==> config.mk <==
export PLATFORM = sky130hd
export DESIGN_NAME = obj_scheduler
export DESIGN_NICKNAME = d
export VERILOG_FILES = /design/src/rtl/obj_pkg.sv /design/src/rtl/obj_updater.sv /design/src/rtl/obj_scheduler.sv
export SDC_FILE = /design/constraint.sdc
export NUM_CORES = 1
export LEC_CHECK = 0
export BUFFER_PORTS_ARGS = -buffer_cell sky130_fd_sc_hd__buf_4
export CAP_MARGIN = 20
export CORE_MARGIN = 4
export CORE_UTILIZATION = 35
export DETAILED_ROUTE_END_ITERATION = 8
export PLACE_DENSITY_LB_ADDON = 0.08
export SLEW_MARGIN = 25
export SYNTH_ARGS = -nofsm -noshare
export SYNTH_HDL_FRONTEND = slang
export SYNTH_SLANG_ARGS = --single-unit
==> constraint.sdc <==
create_clock -name clk_vga -period 5.79 [get_ports clk_vga]
set_clock_uncertainty 0.2 [all_clocks]
set_input_delay 1.158 -clock clk_vga [delete_from_list [all_inputs] [get_ports clk_vga]]
set_output_delay 1.158 -clock clk_vga [all_outputs]
set_load 0.01 [all_outputs]
==> src/rtl/obj_pkg.sv <==
// rtl/obj_pkg.sv - shared types, default constants and x-wrap helper for the object scheduler
package obj_pkg;

    localparam int DEF_OBJ_SIZE       = 40;
    localparam int DEF_FIELD_H        = 480;
    localparam int DEF_X_LIMIT        = 600;
    localparam int DEF_STEP1          = 2;
    localparam int DEF_STEP2          = 3;
    localparam int DEF_X_HOP          = 173;
    localparam int DEF_RESPAWN_FRAMES = 60;
    localparam int DEF_X1_INIT        = 100;
    localparam int DEF_X2_INIT        = 400;
    localparam int DEF_MAX_MISS       = 3;

    typedef enum logic [2:0] {
        ST_IDLE,
        ST_WAIT_FRAME,
        ST_UPD1,
        ST_UPD2,
        ST_OVER
    } obj_state_t;

    typedef struct packed {
        logic [11:0] x;
        logic [11:0] y;
        logic        end_show;
        logic [7:0]  respawn;
    } obj_t;

    // Advance x by the hop distance, folding back into the playfield width
    function automatic logic [11:0] wrap_x(input logic [11:0] x,
                                           input logic [11:0] hop,
                                           input logic [11:0] limit);
        logic [11:0] sum;
        sum = x + hop;
        return (sum >= limit) ? (sum - limit) : sum;
    endfunction

endpackage

==> src/rtl/obj_updater.sv <==
// rtl/obj_updater.sv - combinational next-state of one falling object (hit, bottom wrap, respawn)
module obj_updater import obj_pkg::*; #(
    parameter int OBJ_SIZE       = DEF_OBJ_SIZE,
    parameter int FIELD_H        = DEF_FIELD_H,
    parameter int X_LIMIT        = DEF_X_LIMIT,
    parameter int X_HOP          = DEF_X_HOP,
    parameter int RESPAWN_FRAMES = DEF_RESPAWN_FRAMES
) (
    input  obj_t        cur,
    input  logic [11:0] step,
    input  logic [11:0] player_x,
    input  logic [11:0] player_y,
    output obj_t        nxt,
    output logic        hit,
    output logic        miss
);

    localparam logic [11:0] SIZE   = 12'(OBJ_SIZE);
    localparam logic [11:0] BOTTOM = 12'(FIELD_H - OBJ_SIZE);

    logic [11:0] ny;
    logic        overlap;

    assign ny      = cur.y + step;
    assign overlap = (cur.x < player_x + SIZE) && (player_x < cur.x + SIZE) &&
                     (ny < player_y + SIZE) && (player_y < ny + SIZE);

    // Visible objects fall (hit beats bottom); hidden ones count down to respawn
    always_comb begin
        nxt  = cur;
        hit  = 1'b0;
        miss = 1'b0;
        if (!cur.end_show) begin
            if (overlap) begin
                hit          = 1'b1;
                nxt.end_show = 1'b1;
                nxt.y        = ny;
                nxt.respawn  = 8'(RESPAWN_FRAMES);
            end else if (ny >= BOTTOM) begin
                miss  = 1'b1;
                nxt.y = 12'd0;
            end else begin
                nxt.y = ny;
            end
        end else begin
            if (cur.respawn != 8'd0) begin
                nxt.respawn = cur.respawn - 8'd1;
            end
            if (cur.respawn == 8'd1) begin
                nxt.end_show = 1'b0;
                nxt.y        = 12'd0;
                nxt.x        = wrap_x(cur.x, 12'(X_HOP), 12'(X_LIMIT));
            end
        end
    end

endmodule

==> src/rtl/obj_scheduler.sv <==
// rtl/obj_scheduler.sv - per-frame scheduler for two falling objects sharing one updater
module obj_scheduler import obj_pkg::*; #(
    parameter int OBJ_SIZE       = DEF_OBJ_SIZE,
    parameter int FIELD_H        = DEF_FIELD_H,
    parameter int X_LIMIT        = DEF_X_LIMIT,
    parameter int STEP1          = DEF_STEP1,
    parameter int STEP2          = DEF_STEP2,
    parameter int X_HOP          = DEF_X_HOP,
    parameter int RESPAWN_FRAMES = DEF_RESPAWN_FRAMES,
    parameter int X1_INIT        = DEF_X1_INIT,
    parameter int X2_INIT        = DEF_X2_INIT,
    parameter int MAX_MISS       = DEF_MAX_MISS
) (
    input  logic        clk_vga,
    input  logic        rst,
    input  logic        frame_sync,
    input  logic        start,
    input  logic [11:0] player_x,
    input  logic [11:0] player_y,
    output logic [11:0] obj1_x_begin,
    output logic [11:0] obj1_y_begin,
    output logic [11:0] obj2_x_begin,
    output logic [11:0] obj2_y_begin,
    output logic        end_show1,
    output logic        end_show2,
    output logic [7:0]  score,
    output logic        game_over
);

    obj_state_t  state;
    obj_t        obj1, obj2;
    obj_t        upd_cur, upd_nxt;
    logic [11:0] upd_step;
    logic        upd_hit, upd_miss;
    logic [3:0]  misses;
    logic        sync_d;
    logic        tick;
    logic        miss_limit;
    logic [7:0]  score_inc;

    assign tick       = sync_d & ~frame_sync;
    assign score_inc  = (score == 8'hFF) ? score : score + 8'd1;
    assign miss_limit = upd_miss && ((misses + 4'd1) >= 4'(MAX_MISS));

    // Route the object owned by the current update state into the shared updater
    always_comb begin
        upd_cur  = obj1;
        upd_step = 12'(STEP1);
        if (state == ST_UPD2) begin
            upd_cur  = obj2;
            upd_step = 12'(STEP2);
        end
    end

    obj_updater #(
        .OBJ_SIZE      (OBJ_SIZE),
        .FIELD_H       (FIELD_H),
        .X_LIMIT       (X_LIMIT),
        .X_HOP         (X_HOP),
        .RESPAWN_FRAMES(RESPAWN_FRAMES)
    ) u_updater (
        .cur     (upd_cur),
        .step    (upd_step),
        .player_x(player_x),
        .player_y(player_y),
        .nxt     (upd_nxt),
        .hit     (upd_hit),
        .miss    (upd_miss)
    );

    // Game FSM: start, frame tick, two update slots, game over; owns all registered outputs
    always_ff @(posedge clk_vga) begin
        if (rst) begin
            state     <= ST_IDLE;
            obj1      <= '{x: 12'(X1_INIT), y: 12'd0, end_show: 1'b1, respawn: 8'd0};
            obj2      <= '{x: 12'(X2_INIT), y: 12'd0, end_show: 1'b1, respawn: 8'd0};
            score     <= 8'd0;
            game_over <= 1'b0;
            misses    <= 4'd0;
            sync_d    <= 1'b1;
        end else begin
            sync_d <= frame_sync;
            unique case (state)
                ST_IDLE, ST_OVER: begin
                    if (start) begin
                        obj1      <= '{x: 12'(X1_INIT), y: 12'd0, end_show: 1'b0, respawn: 8'd0};
                        obj2      <= '{x: 12'(X2_INIT), y: 12'd0, end_show: 1'b0, respawn: 8'd0};
                        score     <= 8'd0;
                        game_over <= 1'b0;
                        misses    <= 4'd0;
                        state     <= ST_WAIT_FRAME;
                    end
                end
                ST_WAIT_FRAME: begin
                    if (tick) state <= ST_UPD1;
                end
                ST_UPD1: begin
                    obj1  <= upd_nxt;
                    state <= ST_UPD2;
                end
                ST_UPD2: begin
                    obj2 <= upd_nxt;
                    // obj2 still gets its update in the frame that ends the game
                    if (game_over || miss_limit) begin
                        obj1.end_show <= 1'b1;
                        obj2.end_show <= 1'b1;
                        state         <= ST_OVER;
                    end else begin
                        state <= ST_WAIT_FRAME;
                    end
                end
                default: state <= ST_IDLE;
            endcase
            if (state == ST_UPD1 || state == ST_UPD2) begin
                if (upd_hit) score <= score_inc;
                if (upd_miss) begin
                    misses <= misses + 4'd1;
                    if (miss_limit) game_over <= 1'b1;
                end
            end
        end
    end

    assign obj1_x_begin = obj1.x;
    assign obj1_y_begin = obj1.y;
    assign obj2_x_begin = obj2.x;
    assign obj2_y_begin = obj2.y;
    assign end_show1    = obj1.end_show;
    assign end_show2    = obj2.end_show;

endmodule

Word-level counts from Yosys, hierarchy flattened

Cells that the tools add are included.

$add $sub $neg: 10
Magnitude comparators: 7
Equal/unequal tests: 10
Mux-type cells: 41
Bitwise logic cells: 2
Reduce and logical (&&, ||, !) cells: 16

Operators with widths:

| cell                     | number |
|---|---|
| $mux W33                 | 3 |
| $pmux W33 S2             | 1 |
| $add A12 B6 Y12 const B  | 4 |
| $lt A12 B12 Y1           | 4 |
| $mux W12                 | 4 |
| $mux W8                  | 6 |
| $pmux W24 S2             | 1 |
| $mux W25                 | 1 |
| $mux W21                 | 1 |
| $mux W4                  | 4 |
| $pmux W8 S2              | 1 |
| $mux W1                  | 13 |
| $add A12 B2 Y12          | 1 |
| $add A12 B8 Y12 const B  | 1 |
| $ge A12 B10 Y1 const B   | 1 |
| $ge A12 B9 Y1 const B    | 1 |
| $pmux W3 S4              | 1 |
| $sub A12 B10 Y12 const B | 1 |
| $mux W3                  | 3 |
| $mux W9                  | 1 |
| $add A8 B1 Y8 const B    | 1 |
| $eq A8 B1 Y1 const B     | 1 |
| $eq A8 B8 Y1 const B     | 1 |
| $reduce_bool A8 Y1       | 1 |
| 19 further kinds         | 29 |

Register bits: 83
Input port bits: 28
Output and inout bits: 59
Logic and storage cells: 99

Logic depth before layout (Yosys ltp)

Gate-level depths: netlist of the first run.

Depth in word-level cells: 13
Gate-level depth with buffers: 26
Mapped depth without buffers: 18

Hierarchy

A second synthesis of the first run with hierarchy kept.

Cells, all modules: 943
Area total of the unflattened synthesis: 7225.7 sq um

By module, submodules not included:

| module        | times used | cells an instance | area an instance (sq um) | seq. area each (sq um) |
|---|---|---|---|---|
| obj_scheduler | 1          | 501               | 4033.9                   | 1661.6 |
| obj_updater   | 1          | 442               | 3191.8                   | 0.0 |

Worst setup path after synthesis of the first run

OpenSTA, ideal clock, no wires.

Path kind: reg2reg
Start: register state[2]
End: register score[0]
Library setup time: 0.074 ns
Arrival time: 4.852 ns
Required time: 5.516 ns
Path slack: 0.664 ns
Cell stages (with the launch flop): 25
Buffers on the path: 6
Period minus slack after synthesis: 5.126 ns
Cells stage by stage: dfxtp_1 nand3b_4 buf_6 buf_8 buf_4 buf_4 clkbuf_1 nor2_1 a21oi_1 inv_1 ha_1 clkbuf_1 a211oi_1 nor4_1 nand3_1 xnor2_1 ha_1 nand4_1 o32ai_1 nor4_1 o221a_2 o2111a_2 nand2_2 or4_1 a31oi_1

Word-level cells in the longest chain between the ends: 11
Elaborated cells between the ends (all ways): 24
Classes of those cells: add/sub (3); order compare (4); eq/ne (4); mux (7); reduce/logical (6)

Ends and longest elaborated chain:

| what                                                     | line                 | RTL |
|---|---|---|
| start, declared                                          | obj_scheduler.sv:30  | `obj_state_t state;` |
| start signal, assigned                                   | obj_scheduler.sv:74  | `state <= ST_IDLE;` |
| start signal, assigned                                   | obj_scheduler.sv:91  | `state <= ST_WAIT_FRAME;` |
| start signal, assigned                                   | obj_scheduler.sv:95  | `if (tick) state <= ST_UPD1;` |
| branches (longest 11 deep; another with $add A12 B2 Y12) | --                   |  |
| end signal, assigned                                     | obj_scheduler.sv:115 | `if (upd_hit) score <= score_inc;` |
| end, declared                                            | obj_scheduler.sv:26  | `output logic [7:0] score,` |

Several ways; the timed one is not identified.
A chain may end at the register's enable or synchronous reset.

Worst setup path after layout of the first run

Ends and elaborated chain as after synthesis.

==> results of run 1 <==
power by group through the flow:
stage,Clock (uW),Combinational (uW),Sequential (uW)
2_1_floorplan,0,271,600
3_3_place_gp,0,392,608
3_5_place_dp,0,388,609
4_1_cts,642,390,596
5_1_grt,666,432,598
6_report,625,392,597
cells by family after synthesis:
logic type / share of synthesized area (%)
AO/OA/AOI/OAI: 24.7
XOR/XNOR: 6.05
adder cells (fa/ha/maj): 9.33
buffers and inverters: 9.58
flip-flops: 23.0
multiplexers: 6.74
AND/OR/NAND/NOR: 20.7
critical path, stage by stage (launching register included):
cell and delay (ps):
dfxtp_1 460, nand3b_4 370, buf_4 490, mux2_2 450, nand2b_1 120, nor2_1 60
xnor2_1 630, xor2_1 170, ha_1 340, nand3_1 120, o21ai_0 90, nor4_1 280
o221a_2 270, o2111a_2 320, nand2_2 250, or4_1 560, a31oi_1 160
final cells by class:
cell class | instances | area [um2]
clock buffers | 10 | 229
fillers | 2165 | 12200
well taps | 270 | 338
repair buffers | 102 | 778
inverters | 35 | 134
multi-input cells | 707 | 4910
clock inverters | 6 | 90.1
flip-flops and latches | 83 | 1660
state kept, by name, summed over array words and instances (netlist names):
name / flops
misses: 4
obj1_x_begin: 12
obj1_y_begin: 12
obj2: 8
obj2_y_begin: 12
game_over: 1
obj1: 8
end_show1: 1
state: 3
sync_d: 1
score: 8
end_show2: 1
obj2_x_begin: 12
what timing repair did:
item | CTS | global route
endpoints found under the setup margin | 0 | 37
resized for setup | 0 | 7
hold buffers | 0 | 0
per-layer routing:
layer / up-vias / GRT usage (%)
met1: 3181 / 27.2
li1: 3386 / -
met4: 0 / 4.75
met3: 15 / 3.10
met2: 145 / 32.1
met5: - / 0
worst min-delay path by stage:
stage | slack (ps) | depth (start not counted) | end | start
final | 260 | 2 | obj1[2]$_SDFFE_PP0P_ | obj1[2]$_SDFFE_PP0P_
after global routing | 310 | 2 | obj1[2]$_SDFFE_PP0P_ | obj1[2]$_SDFFE_PP0P_
after CTS | 260 | 2 | obj1[2]$_SDFFE_PP0P_ | obj1[2]$_SDFFE_PP0P_
after detailed placement | 250 | 2 | obj1[2]$_SDFFE_PP0P_ | obj1[2]$_SDFFE_PP0P_
after global placement | 250 | 2 | obj1[2]$_SDFFE_PP0P_ | obj1[2]$_SDFFE_PP0P_
after floorplan | 220 | 2 | obj1[2]$_SDFFE_PP0P_ | obj1[2]$_SDFFE_PP0P_
cell usage in the layout (no fill, tap or decap), types with 9 or more instances in the layout:
| cell | count |
|---|---|
| a21oi_1 | 68 |
| xor2_1 | 17 |
| xnor2_1 | 33 |
| nand2_1 | 80 |
| mux2i_1 | 28 |
| dfxtp_1 | 81 |
| a21o_1 | 11 |
| buf_4 | 101 |
| clkbuf_16 | 9 |
| a22oi_1 | 15 |
| inv_1 | 31 |
| and3_1 | 9 |
| o21ai_0 | 54 |
| mux2_2 | 9 |
| nand4_1 | 18 |
| a211oi_1 | 9 |
| ha_1 | 54 |
| nand3_1 | 39 |
| nor3_1 | 24 |
| a22o_1 | 12 |
| nor2_1 | 65 |
through the flow:
step	setup WS [ps]	hold WS, ps
final	352	257
after global routing	19.8	313
after floorplan	664	225
after detailed placement	217	247
after CTS	205	262
after global placement	324	250
==> run summary, run 1 <==
Initial DRC Count = 391
synth cell count leaders = dfxtp_1 (83), nand2_1 (80), a21oi_1 (68), nor2_1 (65)
period utilization = 93.9%
mapped cell area = 7240 um2
setup_tns = 0 ps
initial antenna violation count = 0
Highest Signal Layer = met4
sequential share of the synthesized area = 23.0%
share of layout cells above drive strength 1 = 17.3%
Worst Path Required = 5870 ps
DR DRC count = 0
clock buffer depth = 2
yosys warns = 0
Critical Path End = score[0]$_SDFFE_PP0P_
core region area = 20300 um2
area delta synth->final = 12.5%
CP startpoint = state[2]$_SDFFE_PP0P_
final hold vios = 0
Antenna diodes = 0
Post-synth EDFFs = 0
FF-to-FF setup slack = 350 ps
IO buf count = 86
CP Capture Type = flop
Pint = 1090 uW
total die area = 23000 um2
1st-pass router iterations = 6
total net switching power = 524 uW
HP Class = reg -> reg
Tot GR Track Use = 19.6%
CTS tree = yes
total wire length = 23.2 mm
Critical R2R Capture = score[0]$_SDFFE_PP0P_
Post-CTS Setup Bufs = 0
Tot Pwr = 1610 uW
WP data arrival = 5510 ps
via count = 6727
slew margin rel. = 35.4%
Clk pwr share = 38.7%
Mean Syn Cell Area = 7.96 um2
outcome = complete, no violations
area share of the largest cell type after synthesis = 23.0%
critical path type = reg -> reg
synthesized instance count = 909
RSZ-0062 raised after global routing = no
nets@finish = 1020
Die W = 152 um
CTS clk-pin slew, worst paths = 60 ps
measured slew at the worst slew-check pin = 966 ps
R2R Path Start = state[2]$_SDFFE_PP0P_
Slew Viols, Final = 0
routed length on met1 = 11.2 mm
share of flip-flops with an asynchronous set or reset = 0%
Yosys cell types = 88
Net Sw Frac = 32.5%
Synth Flop Type = dfxtp_1
Post-Layout Cell Count = 1213
Setup violations, final = 0
CTS H-Tree Depth = 3
initial core utilization = 35.7%
top cells by area, synth = dfxtp_1 (23%), ha_1 (9.3%), buf_4 (5.4%)
Comb power frac = 24.3%
WL/cell = 19.1 um
io pins = 87
global-route wire length before repair = 37.1 mm
Final Util = 40.1%
Final GP Congestion = 0.827
Worst-Skew Late Latency = 350 ps
met2 WL = 10.8 mm
total of max-cap violations = 0
Die Y = 152 um
most common cell in the netlist = dfxtp_1
met3 routed WL = 929 um
largest net degree at the start of global routing = 51
syn nets = 991
GRT Residual Overflow = 0
CTS Root Buffer Type = clkbuf_16
Sink Count = 83
row cnt = 52
placed cell area = 7800 um2
post-synth top area cell = dfxtp_1
Crit Path Max Fanout = 35
final antenna-violating net count = 0
HPWL reported at the end of detailed placement = 17.8 mm
Startpoint Class = flop
vias per cell = 5.55
vias in the first global route = 6620
CTS Buf Count = 9
pwr dens = 198 nW/um2
DP Cell Count = 1197
P_leak = 0.00335 uW
worst r2r path cells = 16
#FFs+latches synth = 83
final instance area = 8140 um2
FMAX = 184 MHz
largest vdd supply drop = 0.164 mV
Final min period = 5440 ps
Reg power frac = 37.0%
Note: power is estimated with default switching activity, not from simulation.
==> run 2, diff against run 1 <==
--- a/config.mk
+++ b/config.mk
@@ -9,6 +9,7 @@
 export CAP_MARGIN = 20
 export CORE_MARGIN = 4
 export CORE_UTILIZATION = 35
+export CTS_BUF_LIST = sky130_fd_sc_hd__clkbuf_4
 export DETAILED_ROUTE_END_ITERATION = 8
 export PLACE_DENSITY_LB_ADDON = 0.08
 export SLEW_MARGIN = 25
==> run summary, run 2 (synthesis gave the netlist of run 1 again) <==
outcome = complete, no violations
HP Class = reg -> reg
CTS H-Tree Depth = 3
clock buffer depth = 2
final antenna-violating net count = 0
P_leak = 0.00329 uW
most common cell after layout, fill and taps aside = buf_4
io pins = 87
1st-pass router iterations = 5
Crit Path Max Fanout = 35
Worst-Skew Late Latency = 470 ps
FF-to-FF setup slack = 360 ps
initial core utilization = 35.7%
row cnt = 52
area delta synth->final = 10.5%
Sink Count = 83
Clk pwr share = 28.9%
Worst Path Required = 6000 ps
worst r2r path cells = 16
CTS clk-pin slew, worst paths = 150 ps
WL/cell = 19.1 um
CTS Root Buffer Type = clkbuf_4
HPWL reported at the end of detailed placement = 17.8 mm
period utilization = 93.7%
Die Y = 152 um
largest vdd supply drop = 0.0929 mV
CTS Buf Count = 9
total die area = 23000 um2
total wire length = 23.2 mm
CP Capture Type = flop
critical path type = reg -> reg
Startpoint Class = flop
pwr dens = 174 nW/um2
Net Sw Frac = 36.0%
RSZ-0062 raised after global routing = no
Final min period = 5430 ps
DR DRC count = 0
commonest cells after routing, fill and taps aside = buf_4 (101), dfxtp_1 (81), nand2_1 (80), a21oi_1 (68), nor2_1 (65)
vias in the first global route = 6601
WP data arrival = 5630 ps
Reg power frac = 42.9%
Pint = 891 uW
Final Util = 39.4%
CTS tree = yes
setup_tns = 0 ps
largest net degree at the start of global routing = 51
IO buf count = 86
initial antenna violation count = 1
Hold Crit Depth = 2
FMAX = 184 MHz
slew margin rel. = 35.6%
Comb power frac = 28.2%
Slew Viols, Final = 0
cts hold-fix bufs = 0
final hold vios = 0
Setup violations, final = 0
Die W = 152 um
vias per cell = 5.54
via count = 6737
nets@finish = 1020
GRT Residual Overflow = 0
share of layout cells above drive strength 1 = 17.4%
total net switching power = 500 uW
core region area = 20300 um2
Tot GR Track Use = 19.6%
global-route wire length before repair = 37.0 mm
Initial DRC Count = 331
total of max-cap violations = 0
Final GP Congestion = 0.827
measured slew at the worst slew-check pin = 963 ps
==> run 2: cell types whose count changed in the layout (fill, tap and decap cells not counted) <==
| cell | before | now |
|---|---|---|
| clkbuf_16 | 9 | 0 |
| clkbuf_4 | 0 | 10 |
| diode_2 | 0 | 2 |
| clkbuf_1 | 1 | 0 |
==> run 2: repair_timing <==
| action | CTS | global route |
|---|---|---|
| setup endpoints to repair | 0 | 38 |
| endpoints found under the hold margin | 0 | 0 |
| resized for setup | 0 | 7 |
| setup buffers | 0 | 0 |
==> run 2: through the flow <==
step	power [uW]	setup WS [ps]	std cells	hold slack (ps)	cell area, um2
6_report	1390	365	1215	273	8000
5_1_grt	1470	2.60	1215	326	8000
4_1_cts	1400	188	1213	278	7960
3_5_place_dp	997	217	1197	247	7800
3_3_place_gp	1000	324	1197	250	7800
2_1_floorplan	871	664	909	225	7240
==> run 2: power by group through the flow <==
stage                     sequential (uW)  combinational (uW)  clock, uW
after floorplan                       600                 271          0
after global routing                  599                 432        438
after detailed placement              609                 388          0
after global placement                608                 392          0
after CTS                             596                 390        416
final                                 597                 393        402
==> run 2: cell type report <==
type | instances | area (um2)
Antenna cell | 2 | 5.00
Clock buffer | 10 | 75.1
Multi-Input combinational cell | 707 | 4910
Sequential cell | 83 | 1660
Clock inverter | 6 | 90.1
Timing Repair Buffer | 102 | 778
Inverter | 35 | 134
Tap cell | 270 | 338
Fill cell | 2190 | 12300
==> run 2: per-layer routing <==
layer / wire length [um] / vias to the layer above / global-route usage [%] / share of wire [%]
met1: 11100 / 3190 / 27.2 / 48
li1: - / 3382 / - / -
met4: 304 / 0 / 4.75 / 1.3
met2: 10900 / 147 / 32.1 / 47
met3: 883 / 18 / 3.01 / 3.8
met5: 0 / - / 0 / 0
==> run 2: final timing paths <==
check,start,endpoint
setup reg to reg,state[2]$_SDFFE_PP0P_,score[0]$_SDFFE_PP0P_
hold reg to reg,obj1[2]$_SDFFE_PP0P_,obj1[2]$_SDFFE_PP0P_
hold / removal,obj1[2]$_SDFFE_PP0P_,obj1[2]$_SDFFE_PP0P_
setup / recovery,state[2]$_SDFFE_PP0P_,score[0]$_SDFFE_PP0P_
==> run 2: worst max-delay path, stage by stage (launching register included) <==
cell and delay [ps]:
dfxtp_1 480, nand3b_4 360, buf_4 490, mux2_2 450, nand2b_1 110, nor2_1 60, xnor2_1 630, xor2_1 170
ha_1 340, nand3_1 120, o21ai_0 90, nor4_1 280, o221a_2 270, o2111a_2 310, nand2_2 250, or4_1 560
a31oi_1 160
==> run 3, diff against run 2 <==
--- a/config.mk
+++ b/config.mk
@@ -11,7 +11,6 @@
 export CORE_UTILIZATION = 35
 export CTS_BUF_LIST = sky130_fd_sc_hd__clkbuf_4
 export DETAILED_ROUTE_END_ITERATION = 8
-export PLACE_DENSITY_LB_ADDON = 0.08
 export SLEW_MARGIN = 25
 export SYNTH_ARGS = -nofsm -noshare
 export SYNTH_HDL_FRONTEND = slang
==> run summary, run 3 (synthesis gave the netlist of run 1 again) <==
outcome = complete, no violations
Tot GR Track Use = 18.3%
share of layout cells above drive strength 1 = 16.9%
WP buf/inv = 0
total die area = 23000 um2
most used cell, CP = o21ai_0
io pins = 87
layer with the highest usage = met2
Setup violations, final = 0
Sink Count = 83
Initial DRC Count = 557
Hold Crit Depth = 2
nets@finish = 1018
critical path type = reg -> reg
final instance area = 7960 um2
total of max-cap violations = 0
placed cell area = 7760 um2
CTS clk-pin slew, worst paths = 140 ps
HP Class = reg -> reg
FMAX = 193 MHz
CTS tree = yes
slowest stage delay, CP = 610 ps
largest net degree at the start of global routing = 51
Post-CTS Setup Bufs = 0
Slew Viols, Final = 0
area delta synth->final = 9.96%
critical path's top delay family = simple AND/OR/NAND/NOR gates
quantity of gates resized following cts = 0
GRT Residual Overflow = 0
Clk pwr share = 29.9%
1st-pass router iterations = 5
global-route wire length before repair = 35.2 mm
total wire length = 22.2 mm
FF-to-FF setup slack = 600 ps
HPWL reported at the end of detailed placement = 16.9 mm
commonest cells after routing, fill and taps aside = buf_4 (99), nand2_1 (80), dfxtp_1 (80), a21oi_1 (68), nor2_1 (65)
row cnt = 52
RSZ-0062 raised after global routing = no
Worst-Skew Late Latency = 460 ps
worst hold start = obj1_y_begin[0]$_SDFFE_PP0P_
vias in the first global route = 6608
R2R Path Start = state[2]$_SDFFE_PP0P_
core region area = 20300 um2
pwr dens = 176 nW/um2
slowest library cell on the worst path = or4_1
DP Cell Count = 1194
measured slew at the worst slew-check pin = 969 ps
cts hold-fix bufs = 0
initial antenna violation count = 1
Crit Path Max Fanout = 15
initial core utilization = 35.7%
Reg power frac = 42.8%
setup_tns = 0 ps
slew margin rel. = 35.4%
Pint = 924 uW
total net switching power = 477 uW
Final min period = 5190 ps
Comb power frac = 27.4%
Final Util = 39.2%
M1 GR Usage = 25.3%
P_leak = 0.00329 uW
worst r2r path cells = 18
vias per cell = 5.71
Endpoint, Worst Hold = obj1_y_begin[0]$_SDFFE_PP0P_
WL/cell = 18.4 um
IO buf count = 86
critical path, cell by cell = nand3b_4 -> mux2i_2 -> nand2_1 -> nor2_1 -> xnor2_1 -> o21ai_0 -> nor3b_1 -> nand3b_1 -> xor2_1 -> ha_1 -> nand3_1 -> o21ai_0 -> nor4_1 -> o221a_2 -> o2111a_2 -> nand2_2 -> or4_1 -> a31oi_1
CP Capture Type = flop
via count = 6914
CTS Root Buffer Type = clkbuf_4
period utilization = 89.7%
met2 Track Usage GR = 29.2%
DR DRC count = 0
GRT met3 Usage = 2.79%
clock buffer depth = 2
Worst Path Required = 5980 ps
WP data arrival = 5380 ps
final antenna-violating net count = 0
most common cell after layout, fill and taps aside = buf_4
largest vdd supply drop = 0.106 mV
CTS H-Tree Depth = 3
Final GP Congestion = 0.889
Critical R2R Capture = score[0]$_SDFFE_PP0P_
Net Sw Frac = 34.1%
CTS Buf Count = 9
Die W = 152 um
Post-Layout Cell Count = 1210
Die Y = 152 um
Startpoint Class = flop
final hold vios = 0
-- run 3: how the worst max path moves through the flow --
stage	endpoint	cells after the start	start	slack [ps]
floorplan	score[0]$_SDFFE_PP0P_	24	state[2]$_SDFFE_PP0P_	660
finish	score[0]$_SDFFE_PP0P_	18	state[2]$_SDFFE_PP0P_	600
global placement	score[0]$_SDFFE_PP0P_	18	state[1]$_SDFFE_PP0P_	530
global route	score[0]$_SDFFE_PP0P_	18	state[2]$_SDFFE_PP0P_	100
detailed placement	score[0]$_SDFFE_PP0P_	18	state[1]$_SDFFE_PP0P_	390
CTS	score[0]$_SDFFE_PP0P_	18	state[1]$_SDFFE_PP0P_	360
-- run 3: final cells by class --
cell class / count / area [um2]
Timing Repair Buffer: 99 / 743
Multi-Input combinational cell: 708 / 4900
Sequential cell: 83 / 1670
Inverter: 35 / 134
Antenna cell: 1 / 2.50
Tap cell: 270 / 338
Clock inverter: 5 / 104
Clock buffer: 9 / 67.6
Fill cell: 2162 / 12300
-- run 3: per-layer routing --
layer / wire length [um] / vias up / part of all wire, %
met3: 1350 / 38 / 6.1
li1: - / 3366 / -
met5: 0 / - / 0
met4: 556 / 0 / 2.5
met2: 10000 / 245 / 45
met1: 10300 / 3265 / 46
-- run 3: metrics by stage --
| stage | total power [uW] | setup WS [ps] | hold slack (ps) |
|---|---|---|---|
| finish | 1400 | 597 | 290 |
| global route | 1470 | 96.9 | 318 |
| CTS | 1400 | 362 | 296 |
| detailed placement | 985 | 391 | 276 |
| global placement | 986 | 532 | 238 |
| floorplan | 871 | 664 | 225 |
-- run 3: worst register-to-register path, cell delays in order (launching register included) --
cell and delay, ps:
dfxtp_2 450, nand3b_4 290, mux2i_2 350, nand2_1 140
nor2_1 260, xnor2_1 250, o21ai_0 220, nor3b_1 340
nand3b_1 130, xor2_1 170, ha_1 340, nand3_1 110
o21ai_0 90, nor4_1 250, o221a_2 240, o2111a_2 270
nand2_2 230, or4_1 610, a31oi_1 170
-- run 3: power by group through the flow --
| stage | logic [uW] | registers, uW | clock network (uW) |
|---|---|---|---|
| finish | 383 | 599 | 419 |
| global route | 423 | 601 | 447 |
| CTS | 378 | 596 | 428 |
| detailed placement | 376 | 609 | 0 |
| global placement | 376 | 609 | 0 |
| floorplan | 271 | 600 | 0 |
